===== src/rtl/mult_div_sequencer.sv =====
// Purpose : iterative MULT/MULTU/DIV/DIVU unit, one bit per cycle, HI/LO result registers.
// Latency : done 34 cycles after an accepted start (2 cycles for divide by zero); 35-cycle back-to-back period.
// Backpr. : none; starts while busy are dropped, not queued. Caller watches busy / mult_div_done.
// Ports   : clk, rst (sync, active-high); mult_start/div_start/signed_op/operand_a/operand_b
//           sampled in IDLE; busy, mult_div_done (1-cycle pulse), hi_out, lo_out, div_by_zero.
module mult_div_sequencer #(
  parameter int DATA_WIDTH = 32
) (
  input  logic                  clk,
  input  logic                  rst,
  input  logic                  mult_start,
  input  logic                  div_start,
  input  logic                  signed_op,
  input  logic [DATA_WIDTH-1:0] operand_a,
  input  logic [DATA_WIDTH-1:0] operand_b,
  output logic                  busy,
  output logic                  mult_div_done,
  output logic [DATA_WIDTH-1:0] hi_out,
  output logic [DATA_WIDTH-1:0] lo_out,
  output logic                  div_by_zero
);

  localparam int W     = DATA_WIDTH;
  localparam int CNT_W = $clog2(DATA_WIDTH);
  localparam logic [CNT_W-1:0] LAST_CNT = CNT_W'(DATA_WIDTH - 1);
  localparam logic [CNT_W-1:0] CNT_ONE  = CNT_W'(1);

  typedef enum logic [2:0] {
    S_IDLE = 3'd0,
    S_MULT = 3'd1,
    S_DIV  = 3'd2,
    S_FIX  = 3'd3,
    S_DONE = 3'd4
  } state_t;

  state_t state_q, state_d;

  // Latched operand magnitudes and signs
  logic [W-1:0]     a_q, a_d;
  logic [W-1:0]     b_q, b_d;
  logic             sign_a_q, sign_a_d;
  logic             sign_b_q, sign_b_d;
  logic             is_div_q, is_div_d;
  logic [CNT_W-1:0] cnt_q, cnt_d;
  // MULT: {partial product high, multiplier shifting out}; DIV: {remainder, dividend/quotient}
  logic [2*W-1:0]   acc_q, acc_d;
  logic [W-1:0]     hi_q, hi_d;
  logic [W-1:0]     lo_q, lo_d;
  logic             dbz_q, dbz_d;

  // Datapath helpers
  logic             start_acc;
  logic             take_mult;
  logic [W-1:0]     a_mag_in;
  logic [W-1:0]     b_mag_in;
  logic [W:0]       mul_sum;
  logic [2*W-1:0]   mul_next;
  logic [W:0]       div_shift;
  logic [W:0]       div_trial;
  logic [2*W-1:0]   div_next;
  logic [2*W-1:0]   prod_fix;
  logic [W-1:0]     quo;
  logic [W-1:0]     rem;
  logic [W-1:0]     hi_fix;
  logic [W-1:0]     lo_fix;
  logic [W-1:0]     a_raw;
  logic             div_zero;

  //--------------------------------------------------------------------------
  // FSM: state register
  //--------------------------------------------------------------------------
  always_ff @(posedge clk) begin
    if (rst) begin
      state_q <= S_IDLE;
    end else begin
      state_q <= state_d;
    end
  end

  //--------------------------------------------------------------------------
  // FSM: next state
  //--------------------------------------------------------------------------
  always_comb begin
    state_d = state_q;
    case (state_q)
      S_IDLE: begin
        if (mult_start) begin
          state_d = S_MULT;
        end else if (div_start) begin
          state_d = S_DIV;
        end
      end
      S_MULT: begin
        if (cnt_q == LAST_CNT) begin
          state_d = S_FIX;
        end
      end
      S_DIV: begin
        // Zero divisor short-circuits straight to DONE on the first DIV cycle
        if (div_zero) begin
          state_d = S_DONE;
        end else if (cnt_q == LAST_CNT) begin
          state_d = S_FIX;
        end
      end
      S_FIX:   state_d = S_DONE;
      S_DONE:  state_d = S_IDLE;
      default: state_d = S_IDLE;
    endcase
  end

  //--------------------------------------------------------------------------
  // FSM: outputs
  //--------------------------------------------------------------------------
  always_comb begin
    busy          = (state_q != S_IDLE);
    mult_div_done = (state_q == S_DONE);
  end

  //--------------------------------------------------------------------------
  // Datapath arithmetic
  //--------------------------------------------------------------------------
  always_comb begin
    start_acc = (state_q == S_IDLE) && (mult_start || div_start);
    take_mult = mult_start;  // multiply wins when both starts are high

    a_mag_in = (signed_op && operand_a[W-1]) ? -operand_a : operand_a;
    b_mag_in = (signed_op && operand_b[W-1]) ? -operand_b : operand_b;

    // Shift-add: add multiplicand to the upper half when the multiplier LSB is set,
    // then shift the whole accumulator right by one (carry included).
    mul_sum  = {1'b0, acc_q[2*W-1:W]} + (acc_q[0] ? {1'b0, a_q} : '0);
    mul_next = {mul_sum, acc_q[W-1:1]};

    // Restoring divide: shift next dividend bit into the remainder and trial-subtract.
    div_shift = {acc_q[2*W-1:W], acc_q[W-1]};
    div_trial = div_shift - {1'b0, b_q};
    if (!div_trial[W]) begin
      div_next = {div_trial[W-1:0], acc_q[W-2:0], 1'b1};
    end else begin
      div_next = {div_shift[W-1:0], acc_q[W-2:0], 1'b0};
    end

    div_zero = (b_q == '0);

    // Sign correction applied in FIX
    prod_fix = (sign_a_q ^ sign_b_q) ? -acc_q : acc_q;
    quo      = acc_q[W-1:0];
    rem      = acc_q[2*W-1:W];
    if (is_div_q) begin
      hi_fix = sign_a_q ? -rem : rem;
      lo_fix = (sign_a_q ^ sign_b_q) ? -quo : quo;
    end else begin
      {hi_fix, lo_fix} = prod_fix;
    end

    // Raw dividend rebuilt from magnitude and sign for the divide-by-zero result
    a_raw = sign_a_q ? -a_q : a_q;
  end

  //--------------------------------------------------------------------------
  // Datapath next-state
  //--------------------------------------------------------------------------
  always_comb begin
    a_d      = a_q;
    b_d      = b_q;
    sign_a_d = sign_a_q;
    sign_b_d = sign_b_q;
    is_div_d = is_div_q;
    cnt_d    = cnt_q;
    acc_d    = acc_q;
    hi_d     = hi_q;
    lo_d     = lo_q;
    dbz_d    = dbz_q;

    case (state_q)
      S_IDLE: begin
        if (start_acc) begin
          a_d      = a_mag_in;
          b_d      = b_mag_in;
          sign_a_d = signed_op & operand_a[W-1];
          sign_b_d = signed_op & operand_b[W-1];
          is_div_d = !take_mult;
          cnt_d    = '0;
          dbz_d    = 1'b0;
          // Multiply shifts the multiplier out of the low half; divide shifts the dividend.
          acc_d    = take_mult ? {{W{1'b0}}, b_mag_in} : {{W{1'b0}}, a_mag_in};
        end
      end
      S_MULT: begin
        acc_d = mul_next;
        cnt_d = cnt_q + CNT_ONE;
      end
      S_DIV: begin
        if (div_zero) begin
          hi_d  = a_raw;
          lo_d  = '1;
          dbz_d = 1'b1;
        end else begin
          acc_d = div_next;
          cnt_d = cnt_q + CNT_ONE;
        end
      end
      S_FIX: begin
        // Results land on the outputs as the FSM enters DONE
        hi_d = hi_fix;
        lo_d = lo_fix;
      end
      default: ;
    endcase
  end

  always_ff @(posedge clk) begin
    if (rst) begin
      a_q      <= '0;
      b_q      <= '0;
      sign_a_q <= 1'b0;
      sign_b_q <= 1'b0;
      is_div_q <= 1'b0;
      cnt_q    <= '0;
      acc_q    <= '0;
      hi_q     <= '0;
      lo_q     <= '0;
      dbz_q    <= 1'b0;
    end else begin
      a_q      <= a_d;
      b_q      <= b_d;
      sign_a_q <= sign_a_d;
      sign_b_q <= sign_b_d;
      is_div_q <= is_div_d;
      cnt_q    <= cnt_d;
      acc_q    <= acc_d;
      hi_q     <= hi_d;
      lo_q     <= lo_d;
      dbz_q    <= dbz_d;
    end
  end

  assign hi_out      = hi_q;
  assign lo_out      = lo_q;
  assign div_by_zero = dbz_q;

endmodule

===== config.mk =====
export PLATFORM = sky130hd
export DESIGN_NAME = mult_div_sequencer
export DESIGN_NICKNAME = d
export VERILOG_FILES = /design/src/rtl/mult_div_sequencer.sv
export SDC_FILE = /design/constraint.sdc
export NUM_CORES = 1
export LEC_CHECK = 0
export BUFFER_PORTS_ARGS = -buffer_cell sky130_fd_sc_hd__buf_4
export CAP_MARGIN = 10
export CORE_MARGIN = 2
export CORE_UTILIZATION = 35
export DETAILED_ROUTE_END_ITERATION = 6
export PLACE_DENSITY_LB_ADDON = 0.25
export SYNTH_ARGS = -nofsm -noshare
export SYNTH_HDL_FRONTEND = slang
export SYNTH_SLANG_ARGS = --single-unit
export TNS_END_PERCENT = 100

===== constraint.sdc =====
create_clock -name clk -period 9.7 [get_ports clk]
set_input_delay 1.94 -clock clk [delete_from_list [all_inputs] [get_ports clk]]
set_output_delay 1.94 -clock clk [all_outputs]
set_load 0.03 [all_outputs]

* Yosys cells after proc, flatten, opt, wreduce, memory -nomap -nowiden *
Index checks and enable logic that the tools add are counted.

storage, ports and cells
  register bits = 204
  input port bits = 69
  output and inout port bits = 67
  logic and storage cells = 76

operators by class
  add/sub/neg operators = 9
  eq/ne operators = 9
  mux-type cells = 29
  bitwise gates (word level) = 3
  reductions and logical operators = 15

operators by type and width
  kind                                                                   number
  32-bit 2-to-1 mux                                                      11
  64-bit 2-to-1 mux                                                      4
  64-bit one-hot mux with 3 select lines                                 1
  32-bit negation                                                        5
  32-bit one-hot mux with 2 select lines                                 2
  64-bit negation                                                        1
  32-bit by 32-bit adder with 33-bit output                              1
  33-bit by 32-bit subtractor with 33-bit output                         1
  32-bit logical NOT                                                     1
  5-bit one-hot mux with 3 select lines                                  1
  3-bit 2-to-1 mux                                                       4
  3-bit one-hot mux with 4 select lines                                  1
  5-bit 2-to-1 mux                                                       2
  3-bit by 2-bit equality test with 1-bit output, second input constant  2
  2-bit inequality test, second input constant                           3
  3-bit AND reduction                                                    2
  3-bit nonzero test                                                     2
  5-bit by 1-bit adder with 5-bit output, second input constant          1
  5-bit equality test, second input constant                             1
  2-bit AND reduction                                                    2
  2-bit nonzero test                                                     2
  3-bit by 1-bit equality test with 1-bit output, second input constant  1
  3-bit equality test, second input constant                             1
  1-bit logical AND                                                      3
  8 further kinds                                                        10

* Logic depth before layout (Yosys ltp) *
Gate-level depths: netlist of run 1.

  word-level depth = 5
  mapped depth = 14

* Least setup slack after synthesis of run 1 *
Ideal clock, no wire load.

  kind = input-to-reg
  start point = input operand_b[4]
  end point = register acc_q[23]
  arrival = 4.261 ns
  setup slack = 5.344 ns
  stages = 9
  buffers on the path = 0
  cell sequence = or4_1 > or4_1 > nor3_1 > a41o_1 > o21ai_0 > xor2_1 > a21oi_1 > nand2b_1 > a221oi_1

between the ends
  cells in the longest elaborated chain, start to end = 5

RTL lines
  what                                    RTL line  RTL
  from (decl)                             15        input logic [DATA_WIDTH-1:0] operand_b,
  32-bit negation                         128       b_mag_in = (signed_op && operand_b[W-1]) ? -operand_b : operand_b;
  32-bit 2-to-1 mux                       128
  32-bit 2-to-1 mux                       187       acc_d = take_mult ? {{W{1'b0}}, b_mag_in} : {{W{1'b0}}, a_mag_in};
  64-bit 2-to-1 mux                       178       if (start_acc) begin
  64-bit one-hot mux with 3 select lines  176       case (state_q)
  to (signal assigned)                    221       acc_q <= '0;
  to (signal assigned)                    232       acc_q <= acc_d;
  to (decl)                               46        logic [2*W-1:0] acc_q, acc_d;

No other way between the ends. The select of a mux whose other input is x is not followed.
A chain may end at the register's enable or synchronous reset.

* Worst setup path after layout of run 1 *
  start point = input operand_b[4]
  end point = register acc_q[31]

Same word-level chain as after synthesis.

==> results of run 1 <==
-- synthesized netlist by cell type, types with 13 or more instances --
| cell type | count | area share |
|---|---|---|
| nor2_1 | 280 | 0.065 |
| dfxtp_1 | 204 | 0.25 |
| a21oi_1 | 169 | 0.052 |
| clkbuf_1 | 156 | 0.036 |
| nand2_1 | 138 | 0.032 |
| a211oi_1 | 122 | 0.056 |
| nor3_1 | 108 | 0.033 |
| xor2_1 | 100 | 0.054 |
| xnor2_1 | 99 | 0.053 |
| o21ai_0 | 78 | 0.024 |
| ha_1 | 71 | 0.055 |
| inv_1 | 70 | 0.016 |
| a21o_1 | 46 | 0.021 |
| and2_1 | 43 | 0.017 |
| a221oi_1 | 42 | 0.023 |
| a31oi_1 | 35 | 0.013 |
| nor4_1 | 31 | 0.012 |
| nand3_1 | 27 | 0.0083 |
| o31ai_1 | 25 | 0.012 |
| nand2b_1 | 24 | 0.0093 |
| o211ai_1 | 23 | 0.011 |
| mux2_2 | 18 | 0.012 |
| o22ai_1 | 18 | 0.0069 |
| or3_1 | 17 | 0.0066 |
| or4_1 | 17 | 0.0079 |
| nand4_1 | 16 | 0.0062 |
| a221o_1 | 15 | 0.0093 |
| and3_1 | 15 | 0.0058 |
| o41ai_1 | 15 | 0.0081 |
| mux2i_1 | 13 | 0.0080 |
-- layout make-up --
type,instances,area share
flip-flops and latches,204,0.222
multi-input cells,1741,0.613
inverters,70,0.0143
clock inverters,14,0.0101
well taps,600,0.0408
clock buffers,31,0.0375
repair buffers,153,0.0626
-- stage by stage --
step / hold WS, ns / total power [uW] / setup WS (ns)
2_1_floorplan: 0.436 / 2140 / 5.34
3_3_place_gp: 0.445 / 2610 / 4.70
3_5_place_dp: 0.461 / 2620 / 4.62
4_1_cts: 0.471 / 3630 / 5.20
5_1_grt: 0.486 / 3830 / 4.86
6_report: 0.468 / 3660 / 5.16
-- per-layer routing --
| metal | global-route usage | part of all wire | vias up |
|---|---|---|---|
| met5 | 0 | 0 | - |
| met4 | 0.106 | 0.042 | 0 |
| met3 | 0.0446 | 0.081 | 134 |
| met2 | 0.405 | 0.43 | 774 |
| met1 | 0.370 | 0.44 | 8137 |
| li1 | - | - | 8026 |
-- logic make-up (layout without fill, tap and decap cells) --
family	Yosys count	count (layout)	synth area share
adders and majority gates	73	73	0.0572
and+or+nand+nor	771	771	0.230
xor gates and xnor gates	199	199	0.107
DFF	204	204	0.252
muxes	31	31	0.0205
AOI/OAI and AO/OA	667	667	0.277
buffers and inverters	239	268	0.0561
-- registers in the layout (all words and copies together) (netlist names) --
signal / count
a_q: 32
acc_q: 64
b_q: 32
cnt_q: 5
div_by_zero: 1
hi_out: 32
is_div_q: 1
lo_out: 32
sign_a_q: 1
sign_b_q: 1
state_q: 3
-- worst max-delay path: stages --
cell and delay, ns:
buf_4 0.12, or4_1 0.58, or4_1 0.54, nor3_1 0.64, nand4_1 0.15, a21boi_0 0.49
a31oi_1 0.24, a221oi_1 0.30
-- how the worst min path moves through the flow --
| stage | from | endpoint |
|---|---|---|
| final | cnt_q[4] | cnt_q[4] |
| after global routing | cnt_q[1] | cnt_q[1] |
| after CTS | cnt_q[4] | cnt_q[4] |
| after detailed placement | cnt_q[4] | cnt_q[4] |
| after global placement | cnt_q[4] | cnt_q[4] |
| after floorplan | cnt_q[4] | cnt_q[4] |
-- cells in the final DEF (no fill, tap or decap), types with 31 or more instances in the layout --
| master | Yosys | routed |
|---|---|---|
| a211oi_1 | 122 | 122 |
| a21o_1 | 46 | 46 |
| a21oi_1 | 169 | 169 |
| a221oi_1 | 42 | 42 |
| a31oi_1 | 35 | 35 |
| and2_1 | 43 | 43 |
| buf_4 | 1 | 152 |
| dfxtp_1 | 204 | 204 |
| ha_1 | 71 | 71 |
| inv_1 | 70 | 70 |
| nand2_1 | 138 | 138 |
| nor2_1 | 280 | 276 |
| nor3_1 | 108 | 108 |
| nor4_1 | 31 | 31 |
| o21ai_0 | 78 | 77 |
| xnor2_1 | 99 | 98 |
| xor2_1 | 100 | 100 |
-- power by group through the flow --
stage / Sequential (uW) / Clock [uW] / Combinational (uW)
after global placement: 1150 / 0 / 1460
after CTS: 1140 / 1020 / 1470
final: 1150 / 1010 / 1500
after floorplan: 1050 / 0 / 1090
after detailed placement: 1160 / 0 / 1460
after global routing: 1150 / 1050 / 1630
==> results.json, run 1 <==
{
  "status": "completed",
  "r2r_end": "acc_q[45]",
  "track_usage": 0.266,
  "hold_viol_final": 0,
  "wl_per_cell_um": 23.3,
  "place.detailed.hpwl_um": 49500,
  "startpoint": "operand_b[4]",
  "finalCriticalPeriod_ns": 4.54,
  "whs_path_depth": 2,
  "grt_first_pass_wirelength_um": 98100,
  "via_per_inst": 6.07,
  "swShare": 0.424,
  "power_frac_comb": 0.410,
  "syn_area_um2": 16200,
  "crit_type": "in2reg",
  "vias": 17100,
  "grt_max_degree": 113,
  "die_y_um": 219,
  "p_leak_uw": 0.00730,
  "cp.arrival_ns": 5.01,
  "fillCellCount": 4686,
  "place_area_um2": 17500,
  "power_density_nw_per_um2": 199,
  "finalSetupTns_ns": 0,
  "grt_pass1_vias": 15800,
  "cts.sinks": 204,
  "clock_latency_ns": 0.58,
  "initial_core_util": 0.356,
  "slew_headroom": 0.225,
  "design.core.area_um2": 45600,
  "fin_util": 0.404,
  "netlist_instances": 2184,
  "final-seq-area_um2": 4080,
  "ys_types": 72,
  "cts-resized-gates": 0,
  "ios": 136,
  "multi_input_comb_area_um2": 11300,
  "cp_data_required_time_ns": 10.17,
  "clockBufferDepth": 3,
  "rows": 78,
  "maxCapViolCount": 0,
  "max_freq_ghz": 0.220,
  "async_reset_ff_frac": 0,
  "place_inst": 2768,
  "syn_to_final_growth_pct": 13.4,
  "start_kind": "primary input",
  "worstMarginPinSlew_ns": 1.16,
  "cts_max_level": 1,
  "setup_viol": 0,
  "yosysWarnings": 0,
  "vdd_drop_max_v": 0.000146,
  "synth_seq_area_share": 0.252,
  "fin_nets": 2338,
  "drive_gt1_frac": 0.112,
  "clk_pin_slew_ns": 0.06,
  "grt_antenna_before_repair": 0,
  "ys_ff_latch": 204,
  "seqPwrFrac": 0.315,
  "fin_area_um2": 18400,
  "postCtsSetupBuffers": 0,
  "clock_skew_ns": 0.0137,
  "gp_congestion": 0.964,
  "cts_tree": "yes",
  "end_kind": "register",
  "drtIter0Drc": 1748,
  "cts_buffers": 26,
  "syn_nets": 2326,
  "grt_overflow": 0,
  "dominantRegCellSynth": "dfxtp_1",
  "ant_nets": 0,
  "synth_area_per_cell_um2": 7.43,
  "endpoint": "acc_q[31]",
  "p_int_uw": 2110,
  "die_area_um2": 48100,
  "r2r_slack_ns": 5.30,
  "fin_cells": 2813,
  "drc_errors": 0,
  "diodes": 0,
  "wl_um": 65500,
  "cp_max_fo": 6,
  "firstDrtPassIters": 6,
  "drv_slew": 0,
  "die-width_um": 219,
  "io_buffers": 135,
  "cts_root_buf": "clkbuf_16",
  "rsz0062_at_grt": "no",
  "r2r_cells": 13,
  "hold_buffers": 0,
  "period_share": 0.468,
  "hold_class": "reg2reg",
  "power_switching_uw": 1550,
  "rr_startpoint": "acc_q[31]",
  "synth_edf_count": 0,
  "p_clk_frac": 0.276
}
Note: power is estimated with default switching activity, not from simulation.
==> inputs of run 2 (changes only) <==
clock period = 4.1 ns   (was 9.7 ns; I/O delays follow)
==> results.json, run 2 (synthesis gave the netlist of run 1 again) <==
{
  "status": "completed",
  "firstDrtPassIters": 5,
  "place_area_um2": 18000,
  "fin_util": 0.415,
  "rows": 78,
  "grt_max_degree": 114,
  "fillCellCount": 4732,
  "drtIter0Drc": 1636,
  "via_per_inst": 6.01,
  "place_inst": 2823,
  "end_kind": "register",
  "vdd_drop_max_v": 0.000334,
  "ant_nets": 0,
  "die-width_um": 219,
  "grt_pass1_vias": 16300,
  "cts_root_buf": "clkbuf_16",
  "drv_slew": 0,
  "hold_buffers": 0,
  "max_freq_ghz": 0.262,
  "cts_tree": "yes",
  "rsz0062_at_grt": "no",
  "finalCriticalPeriod_ns": 3.82,
  "fin_cells": 2874,
  "syn_to_final_growth_pct": 16.6,
  "io_buffers": 135,
  "wl_um": 66600,
  "top_register": "acc_q",
  "final-seq-area_um2": 4080,
  "multi_input_comb_area_um2": 11300,
  "ios": 136,
  "die_y_um": 219,
  "worst_slack_ns": 0.285,
  "fin_area_um2": 18900,
  "hold_class": "reg2reg",
  "initial_core_util": 0.356,
  "start_kind": "register",
  "cp.arrival_ns": 4.23,
  "slew_headroom": 0.304,
  "postCtsSetupBuffers": 0,
  "grt_antenna_before_repair": 2,
  "cts.sinks": 204,
  "clock_latency_ns": 0.58,
  "place.detailed.hpwl_um": 51700,
  "cts_buffers": 27,
  "worstMarginPinSlew_ns": 1.04,
  "setup_viol": 0,
  "clockBufferDepth": 3,
  "period_share": 0.931,
  "cts-resized-gates": 0,
  "layout_commonest_cell": "nor2_1",
  "track_usage": 0.271,
  "hold_viol_final": 0,
  "power_density_nw_per_um2": 474,
  "dpl_worst_slack_ns": 0.361,
  "vias": 17300,
  "layout_common_cells": "277 x nor2_1, 205 x buf_4, 204 x dfxtp_1",
  "grt_overflow": 0,
  "die_area_um2": 48100,
  "largest_reg_flops": 64,
  "p_leak_uw": 0.00762,
  "cp_data_required_time_ns": 4.51,
  "gp_congestion": 0.986,
  "finalSetupTns_ns": 0,
  "drive_gt1_frac": 0.135,
  "cp_max_fo": 26,
  "maxCapViolCount": 0,
  "fin_nets": 2394,
  "cts_max_level": 1,
  "wl_per_cell_um": 23.2,
  "grt_first_pass_wirelength_um": 100000,
  "crit_type": "reg2reg",
  "design.core.area_um2": 45600,
  "clock_skew_ns": 0.0147,
  "drc_errors": 0,
  "clk_pin_slew_ns": 0.06
}
-- run 2: changes by cell type in the layout (fill, tap and decap cells not counted), moves of 2 or more --
cell,previous run,this run
buf_4,152,205
clkbuf_8,2,4
buf_12,0,2
clkinvlp_4,3,7
-- run 2: cell type report --
class	count	share of cell area
multi-input cells	1741	0.596
flip-flops and latches	204	0.216
repair buffers	208	0.0841
well taps	600	0.0397
clock buffers	34	0.0392
inverters	70	0.0139
clock inverters	16	0.0112
diodes	1	0.000132
-- run 2: path summary, 6_finish.rpt --
kind             start         to  slack [ns]  cells past startpoint
max reg2reg  acc_q[31]  acc_q[36]        0.28                     13
min           cnt_q[4]   cnt_q[4]        0.47                      2
min reg2reg   cnt_q[4]   cnt_q[4]        0.47                      2
max          acc_q[31]  acc_q[36]        0.28                     13
-- run 2: where the power goes --
part	internal, uW	switching, uW	total, uW
combinational	1500	2340	3840
sequential	2200	376	2570
clock	1540	1020	2570
-- run 2: through the flow --
step           power, uW  hold WS, ns
4_1_cts             8910        0.470
3_3_place_gp        6330        0.444
3_5_place_dp        6340        0.459
5_1_grt             9420        0.494
6_report            8980        0.466
2_1_floorplan       5060        0.436
-- run 2: worst max-delay path: stages (launching register included) --
cell and delay (ns):
dfxtp_1 0.50, inv_1 0.11, ha_1 0.22, fa_1 0.42, nand2b_1 0.19, a21o_1 0.20, a21o_1 0.21, a21oi_1 0.30
a21oi_1 0.20, xnor2_2 0.30, buf_12 0.23, mux2_2 0.35, a221oi_1 0.32, nor3_1 0.08
-- run 2: per-layer routing --
metal	vias up	global-route usage	share of wire
met3	130	0.0568	0.087
met2	776	0.410	0.43
met4	2	0.105	0.042
met5	-	0	0.00017
met1	8220	0.376	0.44
li1	8142	-	-
